--- src/rtl/video_timing_pkg.sv ---
// Shared VGA timing defaults and the receive-side lock FSM encoding.
package video_timing_pkg;

    localparam int H_ACTIVE_DEF   = 800;
    localparam int H_FRONT_DEF    = 56;
    localparam int H_SYNC_DEF     = 120;
    localparam int H_BACK_DEF     = 64;
    localparam int H_TOTAL        = H_ACTIVE_DEF + H_FRONT_DEF + H_SYNC_DEF + H_BACK_DEF;

    localparam int V_ACTIVE_DEF   = 600;
    localparam int V_FRONT_DEF    = 37;
    localparam int V_SYNC_DEF     = 6;
    localparam int V_BACK_DEF     = 23;
    localparam int V_TOTAL        = V_ACTIVE_DEF + V_FRONT_DEF + V_SYNC_DEF + V_BACK_DEF;

    localparam int SYNC_POL_DEF   = 0;
    localparam int H_TOL_DEF      = 2;
    localparam int LOCK_LINES_DEF = 8;

    // state      | meaning
    // SEARCH     | no line reference yet, waiting for an hsync start
    // TRACK      | counting consecutive in-tolerance lines
    // FRAME      | lines stable, waiting for the first (partial) vsync
    // FRAME_WAIT | measuring one full frame
    // LOCKED     | timing locked, active window driven
    typedef enum logic [2:0] {
        SEARCH     = 3'd0,
        TRACK      = 3'd1,
        FRAME      = 3'd2,
        FRAME_WAIT = 3'd3,
        LOCKED     = 3'd4
    } sync_state_t;

    // Signed 12-bit difference so window and tolerance checks never underflow.
    function automatic logic signed [11:0] offset_s12(input logic [11:0] val, input int off);
        logic [11:0] off_u;
        off_u = 12'(off);
        return $signed(val) - $signed(off_u);
    endfunction

endpackage

--- src/rtl/sync_edge_detect.sv ---
// Two-flop synchronizer plus edge register; pulses start on the transition into
// the active sync level. Everything advances only on ce.
module sync_edge_detect #(
    parameter int SYNC_POL = 0
) (
    input  logic clk,
    input  logic rst,
    input  logic ce,
    input  logic sync_in,
    output logic start
);
    localparam logic ACT = (SYNC_POL != 0);

    logic meta;
    logic sync;
    logic prev;

    always_ff @(posedge clk) begin
        if (rst) begin
            meta <= ~ACT;
            sync <= ~ACT;
            prev <= ~ACT;
        end else if (ce) begin
            meta <= sync_in;
            sync <= meta;
            prev <= sync;
        end
    end

    assign start = ce && (sync == ACT) && (prev != ACT);

endmodule

--- src/rtl/vga_sync_decoder.sv ---
// Recovers pixel/line position from incoming h/v sync, measures line and frame
// length, and drives de/pix_x/pix_y once the timing has locked.
module vga_sync_decoder
    import video_timing_pkg::*;
#(
    parameter int H_ACTIVE   = H_ACTIVE_DEF,
    parameter int H_FRONT    = H_FRONT_DEF,
    parameter int H_SYNC     = H_SYNC_DEF,
    parameter int H_BACK     = H_BACK_DEF,
    parameter int V_ACTIVE   = V_ACTIVE_DEF,
    parameter int V_FRONT    = V_FRONT_DEF,
    parameter int V_SYNC     = V_SYNC_DEF,
    parameter int V_BACK     = V_BACK_DEF,
    parameter int SYNC_POL   = SYNC_POL_DEF,
    parameter int H_TOL      = H_TOL_DEF,
    parameter int LOCK_LINES = LOCK_LINES_DEF
) (
    input  logic        clk,
    input  logic        rst,
    input  logic        pix_ce,
    input  logic        h_sync_in,
    input  logic        v_sync_in,
    output logic [9:0]  pix_x,
    output logic [9:0]  pix_y,
    output logic        de,
    output logic        frame_start,
    output logic        locked,
    output logic [10:0] line_len,
    output logic [9:0]  frame_lines,
    output logic        sync_err
);
    localparam int H_TOT = H_ACTIVE + H_FRONT + H_SYNC + H_BACK;
    localparam int V_TOT = V_ACTIVE + V_FRONT + V_SYNC + V_BACK;
    localparam logic signed [11:0] TOL   = 12'(H_TOL);
    localparam logic signed [11:0] X_LIM = 12'(H_ACTIVE);
    localparam logic signed [11:0] Y_LIM = 12'(V_ACTIVE);
    localparam logic [10:0] H_MAX = 11'h7FF;
    localparam logic [9:0]  V_MAX = 10'h3FF;
    localparam logic [7:0]  GOOD_NEEDED = 8'(LOCK_LINES);

    logic               hs_start;
    logic               vs_start;
    logic [10:0]        h_cnt;
    logic [9:0]         v_cnt;
    logic [11:0]        len_ext;
    logic [10:0]        len_new;
    logic signed [11:0] h_diff;
    logic signed [11:0] xa;
    logic signed [11:0] ya;
    logic               line_good;
    logic               bad_line;
    logic               frame_good;
    logic               x_ok;
    logic               y_ok;
    logic               win_nx;
    logic               lost;
    sync_state_t        state;
    sync_state_t        state_nx;
    logic [7:0]         good_cnt;
    logic [7:0]         good_cnt_nx;

    sync_edge_detect #(.SYNC_POL(SYNC_POL)) u_hs_edge (
        .clk     (clk),
        .rst     (rst),
        .ce      (pix_ce),
        .sync_in (h_sync_in),
        .start   (hs_start)
    );

    sync_edge_detect #(.SYNC_POL(SYNC_POL)) u_vs_edge (
        .clk     (clk),
        .rst     (rst),
        .ce      (pix_ce),
        .sync_in (v_sync_in),
        .start   (vs_start)
    );

    // A saturated counter reports the largest representable length rather than wrapping to 0.
    assign len_ext    = {1'b0, h_cnt} + 12'd1;
    assign len_new    = len_ext[11] ? H_MAX : len_ext[10:0];
    assign h_diff     = offset_s12(len_ext, H_TOT);
    assign line_good  = (h_diff >= -TOL) && (h_diff <= TOL);
    assign bad_line   = hs_start && !line_good;
    assign frame_good = (v_cnt == 10'(V_TOT));

    assign xa     = offset_s12({1'b0, h_cnt}, H_SYNC + H_BACK);
    assign ya     = offset_s12({2'b0, v_cnt}, V_SYNC + V_BACK);
    assign x_ok   = (xa >= 12'sd0) && (xa < X_LIM);
    assign y_ok   = (ya >= 12'sd0) && (ya < Y_LIM);
    assign win_nx = (state_nx == LOCKED) && x_ok && y_ok;

    always_ff @(posedge clk) begin
        if (rst) begin
            h_cnt       <= '0;
            v_cnt       <= '0;
            line_len    <= '0;
            frame_lines <= '0;
        end else if (pix_ce) begin
            if (hs_start) begin
                line_len <= len_new;
                h_cnt    <= '0;
            end else if (h_cnt != H_MAX) begin
                h_cnt <= h_cnt + 11'd1;
            end
            if (vs_start) begin
                frame_lines <= v_cnt;
                v_cnt       <= '0;
            end else if (hs_start && v_cnt != V_MAX) begin
                v_cnt <= v_cnt + 10'd1;
            end
        end
    end

    always_ff @(posedge clk) begin
        if (rst) begin
            state    <= SEARCH;
            good_cnt <= '0;
        end else if (pix_ce) begin
            state    <= state_nx;
            good_cnt <= good_cnt_nx;
        end
    end

    always_comb begin
        state_nx    = state;
        good_cnt_nx = good_cnt;
        lost        = 1'b0;
        case (state)
            SEARCH: begin
                if (hs_start) begin
                    state_nx    = TRACK;
                    good_cnt_nx = '0;
                end
            end
            TRACK: begin
                if (good_cnt == GOOD_NEEDED) begin
                    state_nx = FRAME;
                end else if (hs_start) begin
                    good_cnt_nx = line_good ? good_cnt + 8'd1 : 8'd0;
                end
            end
            FRAME: begin
                if (bad_line) begin
                    state_nx    = TRACK;
                    good_cnt_nx = '0;
                end else if (vs_start) begin
                    state_nx = FRAME_WAIT;
                end
            end
            FRAME_WAIT: begin
                if (bad_line) begin
                    state_nx    = TRACK;
                    good_cnt_nx = '0;
                end else if (vs_start) begin
                    state_nx = frame_good ? LOCKED : SEARCH;
                end
            end
            LOCKED: begin
                if (bad_line || (vs_start && !frame_good) || h_cnt == H_MAX) begin
                    state_nx = SEARCH;
                    lost     = 1'b1;
                end
            end
            default: state_nx = SEARCH;
        endcase
    end

    always_ff @(posedge clk) begin
        if (rst) begin
            de     <= 1'b0;
            pix_x  <= '0;
            pix_y  <= '0;
            locked <= 1'b0;
        end else if (pix_ce) begin
            de     <= win_nx;
            pix_x  <= win_nx ? xa[9:0] : 10'd0;
            pix_y  <= win_nx ? ya[9:0] : 10'd0;
            locked <= (state_nx == LOCKED);
        end
    end

    // Pulses are re-evaluated every clock so they never stretch across a held pix_ce.
    always_ff @(posedge clk) begin
        if (rst) begin
            frame_start <= 1'b0;
            sync_err    <= 1'b0;
        end else begin
            frame_start <= pix_ce && win_nx && (xa == 12'sd0) && (ya == 12'sd0);
            sync_err    <= pix_ce && lost;
        end
    end

endmodule

--- config.mk ---
export PLATFORM = sky130hd
export DESIGN_NAME = vga_sync_decoder
export DESIGN_NICKNAME = d
export VERILOG_FILES = /design/src/rtl/video_timing_pkg.sv /design/src/rtl/sync_edge_detect.sv /design/src/rtl/vga_sync_decoder.sv
export SDC_FILE = /design/constraint.sdc
export NUM_CORES = 1
export LEC_CHECK = 0
export CAP_MARGIN = 0
export CORE_MARGIN = 5
export CORE_UTILIZATION = 40
export DETAILED_ROUTE_END_ITERATION = 10
export PLACE_DENSITY = 0.56
export SKIP_LAST_GASP = 1
export SYNTH_ARGS = -nofsm -noshare
export SYNTH_HDL_FRONTEND = slang
export SYNTH_SLANG_ARGS = --single-unit
--- constraint.sdc ---
create_clock -name clk -period 4.1 [get_ports clk]
set_input_delay 0.41 -clock clk [delete_from_list [all_inputs] [get_ports clk]]
set_output_delay 0.41 -clock clk [all_outputs]
set_load 0.01 [all_outputs]
==> results of run 1 <==
-- cell usage in the layout, fill, tap and decap left out, types with 9 or more instances in the layout --
cell type / instances
dfxtp_1: 83
nand2_1: 66
nor2_1: 49
clkdlybuf4s50_1: 48
o21ai_0: 33
a21oi_1: 25
xnor2_1: 23
nand3_1: 20
inv_1: 13
nor2b_1: 12
ha_1: 12
buf_4: 12
xor2_1: 11
a211oi_1: 11
a2111oi_0: 10
and3_1: 9
or3_1: 9
nor3_1: 9
clkbuf_16: 9
-- power groups by stage --
stage          Combinational [mW]  Clock (mW)  Sequential [mW]
5_1_grt                     0.112       0.881            0.830
6_report                    0.102       0.826            0.829
3_3_place_gp                0.103           0            0.846
3_5_place_dp                0.103           0            0.847
2_1_floorplan              0.0623           0            0.848
4_1_cts                     0.103       0.852            0.829
-- registers in the layout, indices dropped and copies added, names as in the netlist --
name,flops
de,1
frame_lines,10
frame_start,1
good_cnt,8
h_cnt,11
line_len,11
locked,1
pix_x,10
pix_y,10
state,3
sync_err,1
u_hs_edge.meta,1
u_hs_edge.prev,1
u_hs_edge.sync,1
u_vs_edge.meta,1
u_vs_edge.prev,1
u_vs_edge.sync,1
v_cnt,10
-- stage by stage --
step / utilization (%) / instance area (sq um)
after global routing: 49.2 / 5380
after floorplan: - / 4510
final: 49.2 / 5380
after global placement: 46.4 / 5070
after CTS: 49.2 / 5380
after detailed placement: 46.4 / 5070
-- synthesized netlist by cell type, types with 3 or more instances --
| cell | instances |
|---|---|
| nor4b_1 | 4 |
| or3_1 | 9 |
| nand4_1 | 8 |
| a211o_1 | 6 |
| a211oi_1 | 11 |
| ha_1 | 13 |
| nand2_1 | 66 |
| nor2b_1 | 12 |
| dfxtp_1 | 83 |
| inv_1 | 13 |
| nor3_1 | 9 |
| a311oi_1 | 4 |
| buf_2 | 6 |
| a21oi_1 | 25 |
| nor4_1 | 5 |
| nand3_1 | 20 |
| and2_1 | 4 |
| nand2b_1 | 5 |
| a22oi_1 | 5 |
| nor2_1 | 49 |
| o211ai_1 | 3 |
| xnor2_1 | 23 |
| a22o_1 | 5 |
| clkbuf_1 | 29 |
| a21o_1 | 7 |
| a2111oi_0 | 10 |
| buf_6 | 3 |
| o21ai_0 | 33 |
| xor2_1 | 11 |
| a221o_1 | 7 |
| or2_2 | 3 |
| and3_1 | 9 |
-- final cells by class --
type / instances / area, sq um
fill: 1074 / 5560
multi-input combinational: 406 / 2610
sequential: 83 / 1660
timing repair buffer: 61 / 576
clock buffer: 9 / 225
tap: 140 / 175
clock inverter: 7 / 77.6
inverter: 14 / 52.6
-- worst reg2reg max path, cell delays in order, from the launching register on --
cell      delay, ns
dfxtp_1        0.45
ha_2           0.33
nand4_1        0.13
xnor2_1        0.26
inv_1          0.15
ha_1           0.30
xnor3_1        0.37
or4_4          0.56
nor3_4         0.22
o31ai_2        0.21
buf_4          0.22
a221o_1        0.32
a211oi_2       0.19
-- metal layers --
layer  wire length (um)  track usage (%)  part of all wire (%)
met3                636             2.95                   5.6
met1               5570             25.5                    49
met2               4980             26.6                    44
met4                190             6.96                   1.7
met5                  0                0                     0
-- cell families after synthesis --
| kind of cell | synth area share (%) |
|---|---|
| compound gates | 21.2 |
| simple gates | 25.7 |
| buf+inv | 5.33 |
| fa+ha+maj | 3.61 |
| xor+xnor | 7.10 |
| mux | 0.222 |
| flops | 36.8 |
-- path summary, 6_finish.rpt --
kind | slack [ns] | cells after the start | from | endpoint
setup / recovery | 0.30 | 12 | h_cnt[4] | state[1]
hold / removal | 0.44 | 2 | de | de
setup reg to reg | 0.30 | 12 | h_cnt[4] | state[1]
hold reg to reg | 0.44 | 2 | de | de
==> impl_metrics.yaml, run 1 <==
final_layout:
  diodes: 0
  nets: 593
  syn_to_final_growth_pct: 19.3
  layout.cells.non_filler: 720
  layout-drive-gt1-share_pct: 8.28
power:
  powerDensity_mw_per_mm2: 326
  p_clk_share_pct: 47.0
  seq_power_share_pct: 47.2
  peakVddDrop_mv: 0.191
  power.leakage_nw: 1.91
  internal-power_mw: 1.33
  comb_power_share_pct: 5.8
  sw_frac_of_total_pct: 24.0
  p_total_mw: 1.76
  p_sw_uw: 422
sta:
  fin_skew_ns: 0.00724
  worst_pin_slew_ns: 0.807
  finalSetupViolCount: 0
  slew_viol_final: 0
  min_period_over_period_pct: 92.7
  fin_tns_setup_ns: 0
  finalHoldViolCount: 0
  fin_ws_ns: 0.299
  whs_ns: 0.440
  rsz0062_at_grt: "no"
  fin_crit_ns: 3.80
  fmax_mhz: 263
  slew_headroom_pct: 45.8
routing:
  routed_wl_um: 11400
  first_iter_violations: 208
  first_pass_iters: 5
  vias: 3994
  vias_per_cell: 5.55
  ant_nets: 0
  wire_per_inst_um: 15.8
  drc: 0
worst_setup_path:
  worst_ep_required_time_ns: 4.36
  critPathMaxStageDelay_ns: 0.56
  crit_path_end_kind: "flip-flop"
  cp.arrival_ns: 4.06
  worstSetupPathType: "reg -> reg"
  crit_chain: "ha_2 > nand4_1 > xnor2_1 > inv_1 > ha_1 > xnor3_1 > or4_4 > nor3_4 > o31ai_2 > buf_4 > a221o_1 > a211oi_2"
  path_max_fanout: 11
  crit_path_start_kind: "flip-flop"
  crit_family: "simple AND/OR/NAND/NOR gates"
  worst-path-buf-inv: 2
  crit_slowest_cell: "or4_4"
clock_tree:
  cts_buffers: 9
  htree_num_levels: 3
  clockRootBuffer: "clkbuf_16"
  clk_pin_slew_ns: 0.06
  cts.repair.resized: 0
  clock-sinks: 83
  clk_latency_ns: 0.35
  cts_tree: "done"
  cts_setup_buffers: 0
  cts_max_path_buffers: 2
  hold_buffers: 0
yosys:
  synth_top_area_cell: "dfxtp_1"
  synth_seq_cells: 83
  seq_area_frac_synth_pct: 36.8
  synth_top_cell_area_share_pct: 36.8
  synth-main-ff-cell: "dfxtp_1"
  yosys-top-cells-area: "dfxtp_1, nand2_1, xnor2_1"
  synth_nets: 562
  synth.distinct_cells: 66
  ys_warn_count: 0
  syn_inst: 544
  synth_edf_count: 0
  async_reset_ff_share_pct: 0
  synth.cell_area_sq_mm: 0.00451
  syn_area_per_cell_sq_um: 8.29
place:
  io_buffers: 49
  dp_cells: 704
  routabilityCongestion: 0.850
  dpl_worst_slack_ns: 0.278
  dp_hpwl_um: 8190
floorplanning:
  num_rows: 38
  die-area_sq_mm: 0.0135
  initial_core_util_pct: 41.2
  core_sq_mm: 0.0109
  boundaryPins: 50
  die_h_um: 116
  fp.dieW_um: 116
flow_run:
  drv_cap: 0
global_route:
  grt_pass1_vias: 3790
  track_usage_pct: 17.8
  grt_pass1_wl_um: 19200
  overflow: 0
  grt_max_degree: 29
  antenna_found_initial: 0
hold_path:
  hp-class: "reg -> reg"
run_status:
  outcome: "completed"
Note: power is estimated with default switching activity, not from simulation.
==> inputs of run 2 (changes only) <==
Settings changed: CORE_MARGIN 5 to default.
==> run 2 against run 1 <==
Net effect: core utilization is 0.080 points lower; global-route usage is 2.9 points higher; non-clock buffer count is 1 lower; first-iteration DRC count is 18% lower; die area is 13% lower; critical path type unchanged; largest cell class unchanged.
==> impl_metrics.yaml, run 2 (synthesized netlist as in run 1, its figures left out) <==
global_route:
  track_usage_pct: 20.6
  grt_pass1_vias: 3691
  overflow: 0
  antenna_found_initial: 0
  grt_pass1_wl_um: 18600
  grt_max_degree: 29
floorplanning:
  die-area_sq_mm: 0.0117
  initial_core_util_pct: 41.2
  core_sq_mm: 0.0109
  num_rows: 38
  die_h_um: 108
  boundaryPins: 50
  fp.dieW_um: 108
routing:
  wire_per_inst_um: 15.7
  first_pass_iters: 5
  ant_nets: 0
  drc: 0
  vias: 4004
  vias_per_cell: 5.58
  routed_wl_um: 11200
  first_iter_violations: 171
sta:
  finalHoldViolCount: 0
  min_period_over_period_pct: 91.7
  fin_skew_ns: 0.00705
  fin_tns_setup_ns: 0
  rsz0062_at_grt: "no"
  fin_crit_ns: 3.76
  slew_headroom_pct: 43.5
  whs_ns: 0.443
  finalSetupViolCount: 0
  worst_pin_slew_ns: 0.841
  fmax_mhz: 266
  slew_viol_final: 0
worst_setup_path:
  crit_chain: "ha_1 > nand4_1 > xnor2_1 > inv_1 > ha_1 > xnor3_1 > or4_4 > nor3_4 > o31ai_4 > a2111oi_0 > a221o_1"
  worst-path-buf-inv: 1
  critPathMaxStageDelay_ns: 0.55
  worstSetupPathType: "reg -> reg"
  crit_path_start_kind: "flip-flop"
  crit_path_end_kind: "flip-flop"
  path_max_fanout: 15
  crit_top_cell: "ha_1"
  crit_family: "simple AND/OR/NAND/NOR gates"
  crit_slowest_cell: "or4_4"
  cp.arrival_ns: 4.05
  worst_ep_required_time_ns: 4.39
clock_tree:
  cts_buffers: 9
  clk_latency_ns: 0.35
  clk_pin_slew_ns: 0.06
  htree_num_levels: 3
  cts_tree: "done"
  hold_buffers: 0
  cts_max_path_buffers: 2
  clockRootBuffer: "clkbuf_16"
  clock-sinks: 83
power:
  power.leakage_nw: 1.91
  sw_frac_of_total_pct: 23.6
  comb_power_share_pct: 5.7
  internal-power_mw: 1.33
  p_sw_uw: 411
  powerDensity_mw_per_mm2: 324
  peakVddDrop_mv: 0.187
  seq_power_share_pct: 47.8
  p_total_mw: 1.74
  p_clk_share_pct: 46.5
place:
  dp_hpwl_um: 8030
  dp_cells: 702
  io_buffers: 49
  routabilityCongestion: 0.888
flow_run:
  drv_cap: 0
final_layout:
  nFillCells: 1103
  fin_util_pct: 49.1
  final_common_cell: "dfxtp_1"
  nets: 592
  final_cell_mix: "dfxtp_1, nand2_1, nor2_1, clkdlybuf4s50_1, o21ai_0"
  diodes: 0
  reg_top3: "h_cnt (11), line_len (11)"
  layout-drive-gt1-share_pct: 7.96
  layout.cells.non_filler: 718
  syn_to_final_growth_pct: 19.1
run_status:
  outcome: "completed"
hold_path:
  hp-class: "reg -> reg"
run 2: worst min-delay path: stages, from the launching register on:
cell	delay [ns]
dfxtp_1	0.31
nand2_1	0.05
nand2_1	0.04
run 2: power groups by stage:
| stage | Clock [mW] | Sequential (mW) | Combinational (mW) |
|---|---|---|---|
| floorplan | 0 | 0.848 | 0.0623 |
| global placement | 0 | 0.848 | 0.0978 |
| detailed placement | 0 | 0.849 | 0.0982 |
| CTS | 0.834 | 0.830 | 0.0988 |
| global route | 0.859 | 0.832 | 0.111 |
| finish | 0.809 | 0.830 | 0.0993 |
run 2: what timing repair did:
action                                  in CTS  in global routing
buffers inserted                             0                  1
resized for setup                            0                  4
endpoints found under the setup margin       0                 19
run 2: area by class of cell:
class | count | area [sq um] | area share [%]
clock buffer | 9 | 225 | 4.19
clock inverter | 6 | 65.1 | 1.21
inverter | 14 | 52.6 | 0.978
multi-input combinational | 406 | 2620 | 48.8
sequential | 83 | 1660 | 30.9
tap | 140 | 175 | 3.26
timing repair buffer | 60 | 568 | 10.6
run 2: final timing paths:
path | start | end | slack [ns] | depth (start not counted)
setup / recovery | h_cnt[4] | good_cnt[5] | 0.34 | 11
hold / removal | de | de | 0.44 | 2
setup reg to reg | h_cnt[4] | good_cnt[5] | 0.34 | 11
hold reg to reg | de | de | 0.44 | 2
run 2: stage by stage:
stage | worst slack, ns | area [sq um]
global placement | 0.367 | 5060
global route | 0.00442 | 5370
detailed placement | 0.291 | 5060
floorplan | 0.723 | 4510
CTS | 0.282 | 5350
finish | 0.339 | 5370
run 2: per-layer routing:
layer	share of wire, %	up-vias	global-route usage, %
met5	0	-	0
met4	2.5	0	10.6
met3	4.0	20	4.16
met2	43	88	30.2
met1	50	1898	28.5
li1	-	1998	-
